$ cat src/rtl/hmm_seq_gen_pkg.sv
// Shared types and constants for the HMM sequence generator and its decoder bench.
package hmm_seq_gen_pkg;

  localparam int unsigned N     = 16;
  localparam int unsigned I     = 3;
  localparam int unsigned K     = 3;
  localparam int unsigned P     = 16;

  localparam int unsigned LEN_W = $clog2(N + 1);
  localparam int unsigned T_W   = $clog2(N);
  localparam int unsigned S_W   = $clog2(I);
  localparam int unsigned O_W   = $clog2(K);
  localparam int unsigned M_MAX = (I > K) ? I : K;
  localparam int unsigned IDX_W = $clog2(M_MAX);

  localparam logic [31:0] LFSR_TAPS = 32'h8020_0003;

  typedef enum logic [2:0] {
    S_IDLE,
    S_SEED,
    S_DRAW_S,
    S_DRAW_O,
    S_EMIT,
    S_FINISH
  } gen_state_e;

  typedef struct packed {
    logic [T_W-1:0] t;
    logic [S_W-1:0] state;
    logic [O_W-1:0] obs;
  } obs_beat_t;

  // One Galois right-shift step.
  function automatic logic [31:0] lfsr_step(input logic [31:0] v);
    return v[0] ? ((v >> 1) ^ LFSR_TAPS) : (v >> 1);
  endfunction

endpackage

$ cat src/rtl/hmm_seq_gen_if.sv
// Observation stream from the generator to a consumer (e.g. a Viterbi decoder).
interface hmm_seq_gen_if;
  import hmm_seq_gen_pkg::*;

  logic [O_W-1:0] obs_out;
  logic [S_W-1:0] state_out;
  logic [T_W-1:0] t_out;
  logic           obs_valid;
  logic           obs_ready;

  modport master (output obs_out, state_out, t_out, obs_valid, input obs_ready);
  modport slave  (input obs_out, state_out, t_out, obs_valid, output obs_ready);
endinterface

$ cat src/rtl/hmm_seq_gen_cdf_sampler.sv
// First-threshold CDF search: index of the first entry above r, last index if none.
module hmm_seq_gen_cdf_sampler #(
  parameter int unsigned M  = 3,
  parameter int unsigned P  = 16,
  parameter int unsigned IW = $clog2(M)
) (
  input  logic [M-1:0][P-1:0] cdf,
  input  logic [P-1:0]        r,
  output logic [IW-1:0]       idx_c
);

  always_comb begin
    idx_c = IW'(M - 1);
    for (int j = int'(M) - 1; j >= 0; j--) begin
      if (r < cdf[j]) idx_c = IW'(j);
    end
  end

endmodule

$ cat src/rtl/hmm_seq_gen.sv
// HMM hidden-state path and observation stream generator driven by an LFSR.
// Optional HMM_GEN_PATH_BUF_EN adds a state_path buffer written at each handshake.
module hmm_seq_gen
  import hmm_seq_gen_pkg::*;
(
  input  logic                        clk,
  input  logic                        rst_n,
  input  logic                        start,
  input  logic [LEN_W-1:0]            length,
  input  logic [31:0]                 seed,
  input  logic [I-1:0][P-1:0]         cdfC,
  input  logic [I-1:0][I-1:0][P-1:0]  cdfA,
  input  logic [I-1:0][K-1:0][P-1:0]  cdfB,
`ifdef HMM_GEN_PATH_BUF_EN
  output logic [0:N-1][S_W-1:0]       state_path,
`endif
  output logic                        done,
  hmm_seq_gen_if.master               obs_if
);

  gen_state_e      state_q, state_d;
  logic [31:0]     lfsr_q, lfsr_d;
  logic [T_W-1:0]  t_q, t_d;
  logic [LEN_W-1:0] len_q, len_d;
  logic [S_W-1:0]  cur_q, cur_d;
  obs_beat_t       beat_q, beat_d;
  logic            valid_q, valid_d;
  logic            done_q, done_d;
`ifdef HMM_GEN_PATH_BUF_EN
  logic [0:N-1][S_W-1:0] path_q, path_d;
`endif

  logic [M_MAX-1:0][P-1:0] cdf_row;
  logic [IDX_W-1:0]        samp_idx_c;
  logic [S_W-1:0]          st_idx;
  logic [O_W-1:0]          ob_idx;
  logic                    last_sym;

  // Row select: initial/transition row while drawing the state, emission row while drawing obs.
  always_comb begin
    cdf_row = '0;
    for (int j = 0; j < int'(M_MAX); j++) begin
      if (state_q == S_DRAW_S && j < int'(I)) begin
        if (t_q == '0) begin
          cdf_row[j] = cdfC[j];
        end else begin
          for (int i = 0; i < int'(I); i++) begin
            if (cur_q == S_W'(i)) cdf_row[j] = cdfA[i][j];
          end
        end
      end else if (state_q == S_DRAW_O && j < int'(K)) begin
        for (int i = 0; i < int'(I); i++) begin
          if (cur_q == S_W'(i)) cdf_row[j] = cdfB[i][j];
        end
      end
    end
  end

  hmm_seq_gen_cdf_sampler #(.M(M_MAX), .P(P), .IW(IDX_W)) u_sampler (
    .cdf   (cdf_row),
    .r     (lfsr_q[P-1:0]),
    .idx_c (samp_idx_c)
  );

  // Zero padding falls through to the shared last index; clamp to the row's own last index.
  assign st_idx   = (samp_idx_c >= IDX_W'(I)) ? S_W'(I - 1) : S_W'(samp_idx_c);
  assign ob_idx   = (samp_idx_c >= IDX_W'(K)) ? O_W'(K - 1) : O_W'(samp_idx_c);
  assign last_sym = (LEN_W'(t_q) + LEN_W'(1)) == len_q;

  always_comb begin
    state_d = state_q;
    lfsr_d  = lfsr_q;
    t_d     = t_q;
    len_d   = len_q;
    cur_d   = cur_q;
    beat_d  = beat_q;
    valid_d = valid_q;
    done_d  = done_q;
`ifdef HMM_GEN_PATH_BUF_EN
    path_d  = path_q;
`endif
    unique case (state_q)
      S_IDLE: begin
        if (start) begin
          state_d = S_SEED;
          len_d   = (length > LEN_W'(N)) ? LEN_W'(N) : length;
        end
      end
      S_SEED: begin
        lfsr_d = (seed == 32'd0) ? 32'd1 : seed;
        t_d    = '0;
        done_d = 1'b0;
`ifdef HMM_GEN_PATH_BUF_EN
        path_d = '0;
`endif
        if (len_q == '0) begin
          state_d = S_FINISH;
          done_d  = 1'b1;
        end else begin
          state_d = S_DRAW_S;
        end
      end
      S_DRAW_S: begin
        cur_d   = st_idx;
        lfsr_d  = lfsr_step(lfsr_q);
        state_d = S_DRAW_O;
      end
      S_DRAW_O: begin
        beat_d  = '{t: t_q, state: cur_q, obs: ob_idx};
        lfsr_d  = lfsr_step(lfsr_q);
        valid_d = 1'b1;
        state_d = S_EMIT;
      end
      S_EMIT: begin
        if (obs_if.obs_ready) begin
          valid_d = 1'b0;
`ifdef HMM_GEN_PATH_BUF_EN
          path_d[t_q] = cur_q;
`endif
          if (last_sym) begin
            state_d = S_FINISH;
            done_d  = 1'b1;
          end else begin
            t_d     = t_q + T_W'(1);
            state_d = S_DRAW_S;
          end
        end
      end
      S_FINISH: begin
        if (!start) begin
          state_d = S_IDLE;
          done_d  = 1'b0;
        end
      end
      default: state_d = S_IDLE;
    endcase
  end

  always_ff @(posedge clk or negedge rst_n) begin
    if (!rst_n) begin
      state_q <= S_IDLE;
      lfsr_q  <= 32'd1;
      t_q     <= '0;
      len_q   <= '0;
      cur_q   <= '0;
      beat_q  <= '0;
      valid_q <= 1'b0;
      done_q  <= 1'b0;
`ifdef HMM_GEN_PATH_BUF_EN
      path_q  <= '0;
`endif
    end else begin
      state_q <= state_d;
      lfsr_q  <= lfsr_d;
      t_q     <= t_d;
      len_q   <= len_d;
      cur_q   <= cur_d;
      beat_q  <= beat_d;
      valid_q <= valid_d;
      done_q  <= done_d;
`ifdef HMM_GEN_PATH_BUF_EN
      path_q  <= path_d;
`endif
    end
  end

  assign obs_if.obs_out   = beat_q.obs;
  assign obs_if.state_out = beat_q.state;
  assign obs_if.t_out     = beat_q.t;
  assign obs_if.obs_valid = valid_q;
  assign done             = done_q;
`ifdef HMM_GEN_PATH_BUF_EN
  assign state_path       = path_q;
`endif

endmodule
$ cat src/flat_wrapper.sv
// flat-port wrapper written by rule: the top's interface ports become plain ports
module hmm_seq_gen_flat import hmm_seq_gen_pkg::*;
  (clk, rst_n, start, length, seed, cdfC, cdfA, cdfB, done, obs_if_obs_out, obs_if_state_out, obs_if_t_out, obs_if_obs_valid, obs_if_obs_ready);
  hmm_seq_gen_if obs_if_i ();
  input  logic clk;
  input  logic rst_n;
  input  logic start;
  input  logic [LEN_W-1:0] length;
  input  logic [31:0] seed;
  input  logic [I-1:0][P-1:0] cdfC;
  input  logic [I-1:0][I-1:0][P-1:0] cdfA;
  input  logic [I-1:0][K-1:0][P-1:0] cdfB;
  output logic done;
  output wire logic [$bits(obs_if_i.obs_out)-1:0] obs_if_obs_out;
  output wire logic [$bits(obs_if_i.state_out)-1:0] obs_if_state_out;
  output wire logic [$bits(obs_if_i.t_out)-1:0] obs_if_t_out;
  output wire logic [$bits(obs_if_i.obs_valid)-1:0] obs_if_obs_valid;
  input wire logic [$bits(obs_if_i.obs_ready)-1:0] obs_if_obs_ready;
  assign obs_if_obs_out = obs_if_i.obs_out;
  assign obs_if_state_out = obs_if_i.state_out;
  assign obs_if_t_out = obs_if_i.t_out;
  assign obs_if_obs_valid = obs_if_i.obs_valid;
  assign obs_if_i.obs_ready = obs_if_obs_ready;
  hmm_seq_gen u_core (.clk(clk), .rst_n(rst_n), .start(start), .length(length), .seed(seed), .cdfC(cdfC), .cdfA(cdfA), .cdfB(cdfB), .done(done), .obs_if(obs_if_i));
endmodule
$ cat config.mk
export PLATFORM = sky130hd
export DESIGN_NAME = hmm_seq_gen_flat
export DESIGN_NICKNAME = d
export VERILOG_FILES = /design/src/rtl/hmm_seq_gen_pkg.sv /design/src/rtl/hmm_seq_gen_if.sv /design/src/rtl/hmm_seq_gen_cdf_sampler.sv /design/src/rtl/hmm_seq_gen.sv /design/src/flat_wrapper.sv
export SDC_FILE = /design/constraint.sdc
export NUM_CORES = 1
export LEC_CHECK = 0
export ABC_CLOCK_PERIOD_IN_PS = 3900
export CAP_MARGIN = 10
export CORE_AREA = 2 2 150 152
export DETAILED_ROUTE_END_ITERATION = 16
export DIE_AREA = 0 0 152 154
export GPL_TIMING_DRIVEN = 0
export PLACE_DENSITY = 0.64
export SYNTH_ARGS = -nofsm -noshare
export SYNTH_HDL_FRONTEND = slang
export SYNTH_SLANG_ARGS = --single-unit
$ cat constraint.sdc
create_clock -name clk -period 3.9 [get_ports clk]
set_input_delay 0.585 -clock clk [delete_from_list [all_inputs] [get_ports clk]]
set_output_delay 0.585 -clock clk [all_outputs]
set_load 0.005 [all_outputs]
==> impl_results.md <==
- Clock tree from TritonCTS: done
- Min-Delay Path Class: input pin to async pin
- Slew headroom: 0.508
- Pin count of the biggest net entering global routing: 31
- Max Cap Viol: 0
- Crit end category: flip-flop
- Psw: 2.57 mW
- Reg-to-Reg Start: u_core.t_q[0]$_DFFE_PN0P_
- Clock Pin Slew Worst Setup and Hold Paths: 70 ps
- Top area cells in the synthesized netlist: dfrtp_1, o21ai_0, mux2i_1, nand2_1, ha_1
- Outcome: completed
- Synth Instances: 717
- Crit-path max FO: 10
- Post-synth top area cell: dfrtp_1
- I/O Buffers: 274
- Final Cycle Share: 0.923
- Switching Share: 0.486
- Tot Pwr: 5.28 mW
- Routed Wire Length: 22.9 mm
- Fin area: 0.00877 mm^2
- H-tree depth: 2
- Buffers and inverters on the worst path: 4
- Tot GR Track Use: 0.186
- Final core occ: 0.405
- Clock root buffer: clkbuf_16
- DRC viols: 0
- R2R Path End: u_core.obs_if.obs_out[0]$_DFFE_PN0P_
- Reg power frac: 0.216
- Leak pwr: 3.33 nW
- Worst EP arrival: roughly 3800 ps
- Inserted Clock Buffers: 5
- RSZ-0062 raised after global routing: false
- Synth Warn #: 0
- Layout area overhead: 61.1%
- # IOs: 387
- Post-route worst setup slack: 299 ps
- Syn Area/Cell: 7.60 um^2
- Pre-CTS setup slack: -224 ps
- Die W: 152 um
- GRT Residual Overflow: 0
- Minimum clock period: around 3600 ps
- Sequential area share after synthesis: 0.258
- Initial antenna violation count: 1
- Synth Cell Area: 0.00545 mm^2
- First-pass GRT wire length: 34.9 mm
- Clk pwr share: 0.109
- Clock Tree Buf Depth: 2
- Filler cells: 2221
- RePlAce Congestion: 0.856
- Worst-Skew Late Latency: approximately 300 ps
- Top FF cell, synth: dfrtp_1
- First drt pass iteration count: 5
- F_max: 278 MHz
- Vias: between 6000 and 7000
- Kind of start point of the critical path: flip-flop
- Routed vias/inst: about 5
- Yosys cell types: between 50 and 60
- Synth async-reset ratio: 1.00
- Final slew viol count: 0
- Setup Viol. Count Final: 0
- Critical path class: flip-flop to flip-flop
- Post-DRT Antenna Nets: 0
- Clock Skews: 5.79 ps
- CTS Sinks: between 50 and 60
- Worst EP required: slightly above 4000 ps
- Rows: 54
- Die area: 0.0234 mm^2
- Worst-margin pin slew: 738 ps
- Internal reg-to-reg setup slack: 300 ps
- Worst R2R Path Depth: 17
- Dpl hpwl: about 19 mm
- Core Footprint: 0.0217 mm^2
- Logic gate share of total power: 0.676
- Most numerous cell in the Yosys netlist: nand2_1
- Internal Power: 2.71 mW
- Layout cells sized above 1: 0.0380
- Crit-path slowest cell: dfrtp_1
- Hold Vio Cnt, Final: 0
- Die height: 154 um
- Post-synth top cells: nand2_1, o21ai_0, mux2i_1
- Hold_buf cts: 0
- Vias in the first global route: 6317
- Final-stage net count: 1409
- Delay-heaviest family, CP: compound AO/OA/AOI/OAI gates
- PwrDens: 602 mW/mm^2
- FF+latch count, synth: 56
- Synth Net Count: 1126
- Critical path, cell by cell: inv_1 -> ha_1 -> or3b_1 -> buf_6 -> clkbuf_1 -> o211ai_1 -> o21ai_0 -> o21ai_0 -> nand2_1 -> ha_1 -> a211oi_1 -> nor2_1 -> a2111oi_0 -> o21ai_1 -> a21oi_2 -> buf_4 -> o31ai_1
- Dpl cell area: 0.00855 mm^2
- Top cell type's share of synthesized area: 0.253
- DRT iter0 DRCs: between 400 and 500
- Max stage delay on crit path: 440 ps
- Worst VDD drop: 0.297 mV
- Number of synthesized flops with an enable pin: 0
- Routed len/inst: roughly 18 um
- Initial Util: 0.251
- WP depth: 17
==> logic make-up after synthesis <==
family | Yosys count | synth area share
multiplexers | 70 | 0.130
AO/OA/AOI/OAI | 265 | 0.303
adder cells (fa/ha/maj) | 32 | 0.0735
buffers and inverters | 71 | 0.0521
AND/OR/NAND/NOR | 217 | 0.172
flip-flops | 56 | 0.258
XOR/XNOR | 6 | 0.0122
==> state kept, by name, indices dropped and copies added (netlist names) <==
signal,count
u_core.obs_if.state_out,2
u_core.len_q,5
u_core.lfsr_q,32
u_core.t_q,4
u_core.obs_if.obs_valid,1
u_core.cur_q,2
u_core.obs_if.t_out,4
u_core.done,1
u_core.state_q,3
u_core.obs_if.obs_out,2
==> power by group through the flow <==
stage / clock network [mW] / logic (mW) / registers [mW]
floorplan: 0 / 2.35 / 1.03
global placement: 0 / 3.47 / 1.13
detailed placement: 0 / 3.52 / 1.14
CTS: 0.578 / 3.56 / 1.13
global route: 0.602 / 4.01 / 1.17
finish: 0.574 / 3.57 / 1.14
==> placed cells by master, fill, tap and decap left out, drive strengths merged, types with 3 or more instances in the layout <==
cell type | netlist | final
clkdlybuf4s50 | 0 | 273
nand2 | 157 | 157
o21ai | 137 | 137
mux2i | 64 | 64
clkbuf | 48 | 57
dfrtp | 55 | 55
a22oi | 50 | 50
o211ai | 32 | 32
ha | 32 | 32
nor2 | 14 | 14
a21oi | 12 | 12
inv | 11 | 11
buf | 11 | 10
nor4 | 9 | 9
nand3 | 6 | 6
mux2 | 6 | 6
nand4 | 5 | 5
nand2b | 5 | 5
o31ai | 5 | 5
nor2b | 4 | 4
nor3 | 4 | 4
xnor2 | 3 | 3
o221ai | 3 | 3
a211oi | 3 | 3
==> worst register-to-register path, cell delays in order, from the launching register on <==
cell,delay (ps)
dfrtp_1,440
inv_1,100
ha_1,150
or3b_1,380
buf_6,180
clkbuf_1,240
o211ai_1,150
o21ai_0,100
o21ai_0,210
nand2_1,80
ha_1,300
a211oi_1,250
nor2_1,80
a2111oi_0,270
o21ai_1,150
a21oi_2,150
buf_4,150
o31ai_1,80
==> layer usage <==
metal	track usage	part of all wire
met5	0	0
met1	0.240	0.44
met4	0.0294	0.012
met3	0.0462	0.074
met2	0.320	0.47
==> worst max path at each step <==
stage / to / start
after floorplan: u_core.obs_if.obs_out[0]$_DFFE_PN0P_ / u_core.cur_q[0]$_DFFE_PN0P_
after global placement: u_core.obs_if.obs_out[0]$_DFFE_PN0P_ / u_core.cur_q[0]$_DFFE_PN0P_
after detailed placement: u_core.obs_if.obs_out[0]$_DFFE_PN0P_ / u_core.cur_q[0]$_DFFE_PN0P_
after CTS: u_core.obs_if.obs_out[0]$_DFFE_PN0P_ / u_core.cur_q[0]$_DFFE_PN0P_
after global routing: u_core.obs_if.obs_out[0]$_DFFE_PN0P_ / u_core.cur_q[0]$_DFFE_PN0P_
final: u_core.obs_if.obs_out[0]$_DFFE_PN0P_ / u_core.t_q[0]$_DFFE_PN0P_
==> per-stage QoR <==
stage | setup TNS (ps) | hold slack [ps] | instances
6_report | 0 | 344 | 1281
5_1_grt | 0 | 414 | 1280
4_1_cts | 0 | 370 | 1279
3_5_place_dp | -789 | 476 | 1272
3_3_place_gp | -576 | 463 | 1271
2_1_floorplan | 0 | 289 | 717
==> final cells by class <==
type / instances / area (um^2) / area share
multi-input combinational: 590 / 3760 / 0.429
clock buffer: 5 / 125 / 0.0143
inverter: 12 / 45.0 / 0.00513
tap: 280 / 350 / 0.0399
clock inverter: 2 / 60.1 / 0.00685
timing repair buffer: 276 / 2770 / 0.315
sequential: 56 / 1400 / 0.160
antenna: 1 / 2.50 / 0.000285
buffer: 59 / 259 / 0.0295
==> what timing repair did <==
item                                    CTS  global route
endpoints found under the setup margin    4             4
buffers inserted                          0             1
gates resized for setup                   3            17
endpoints found under the hold margin     0             0
pin swaps                                 0             1
Note: power is estimated with default switching activity, not from simulation.
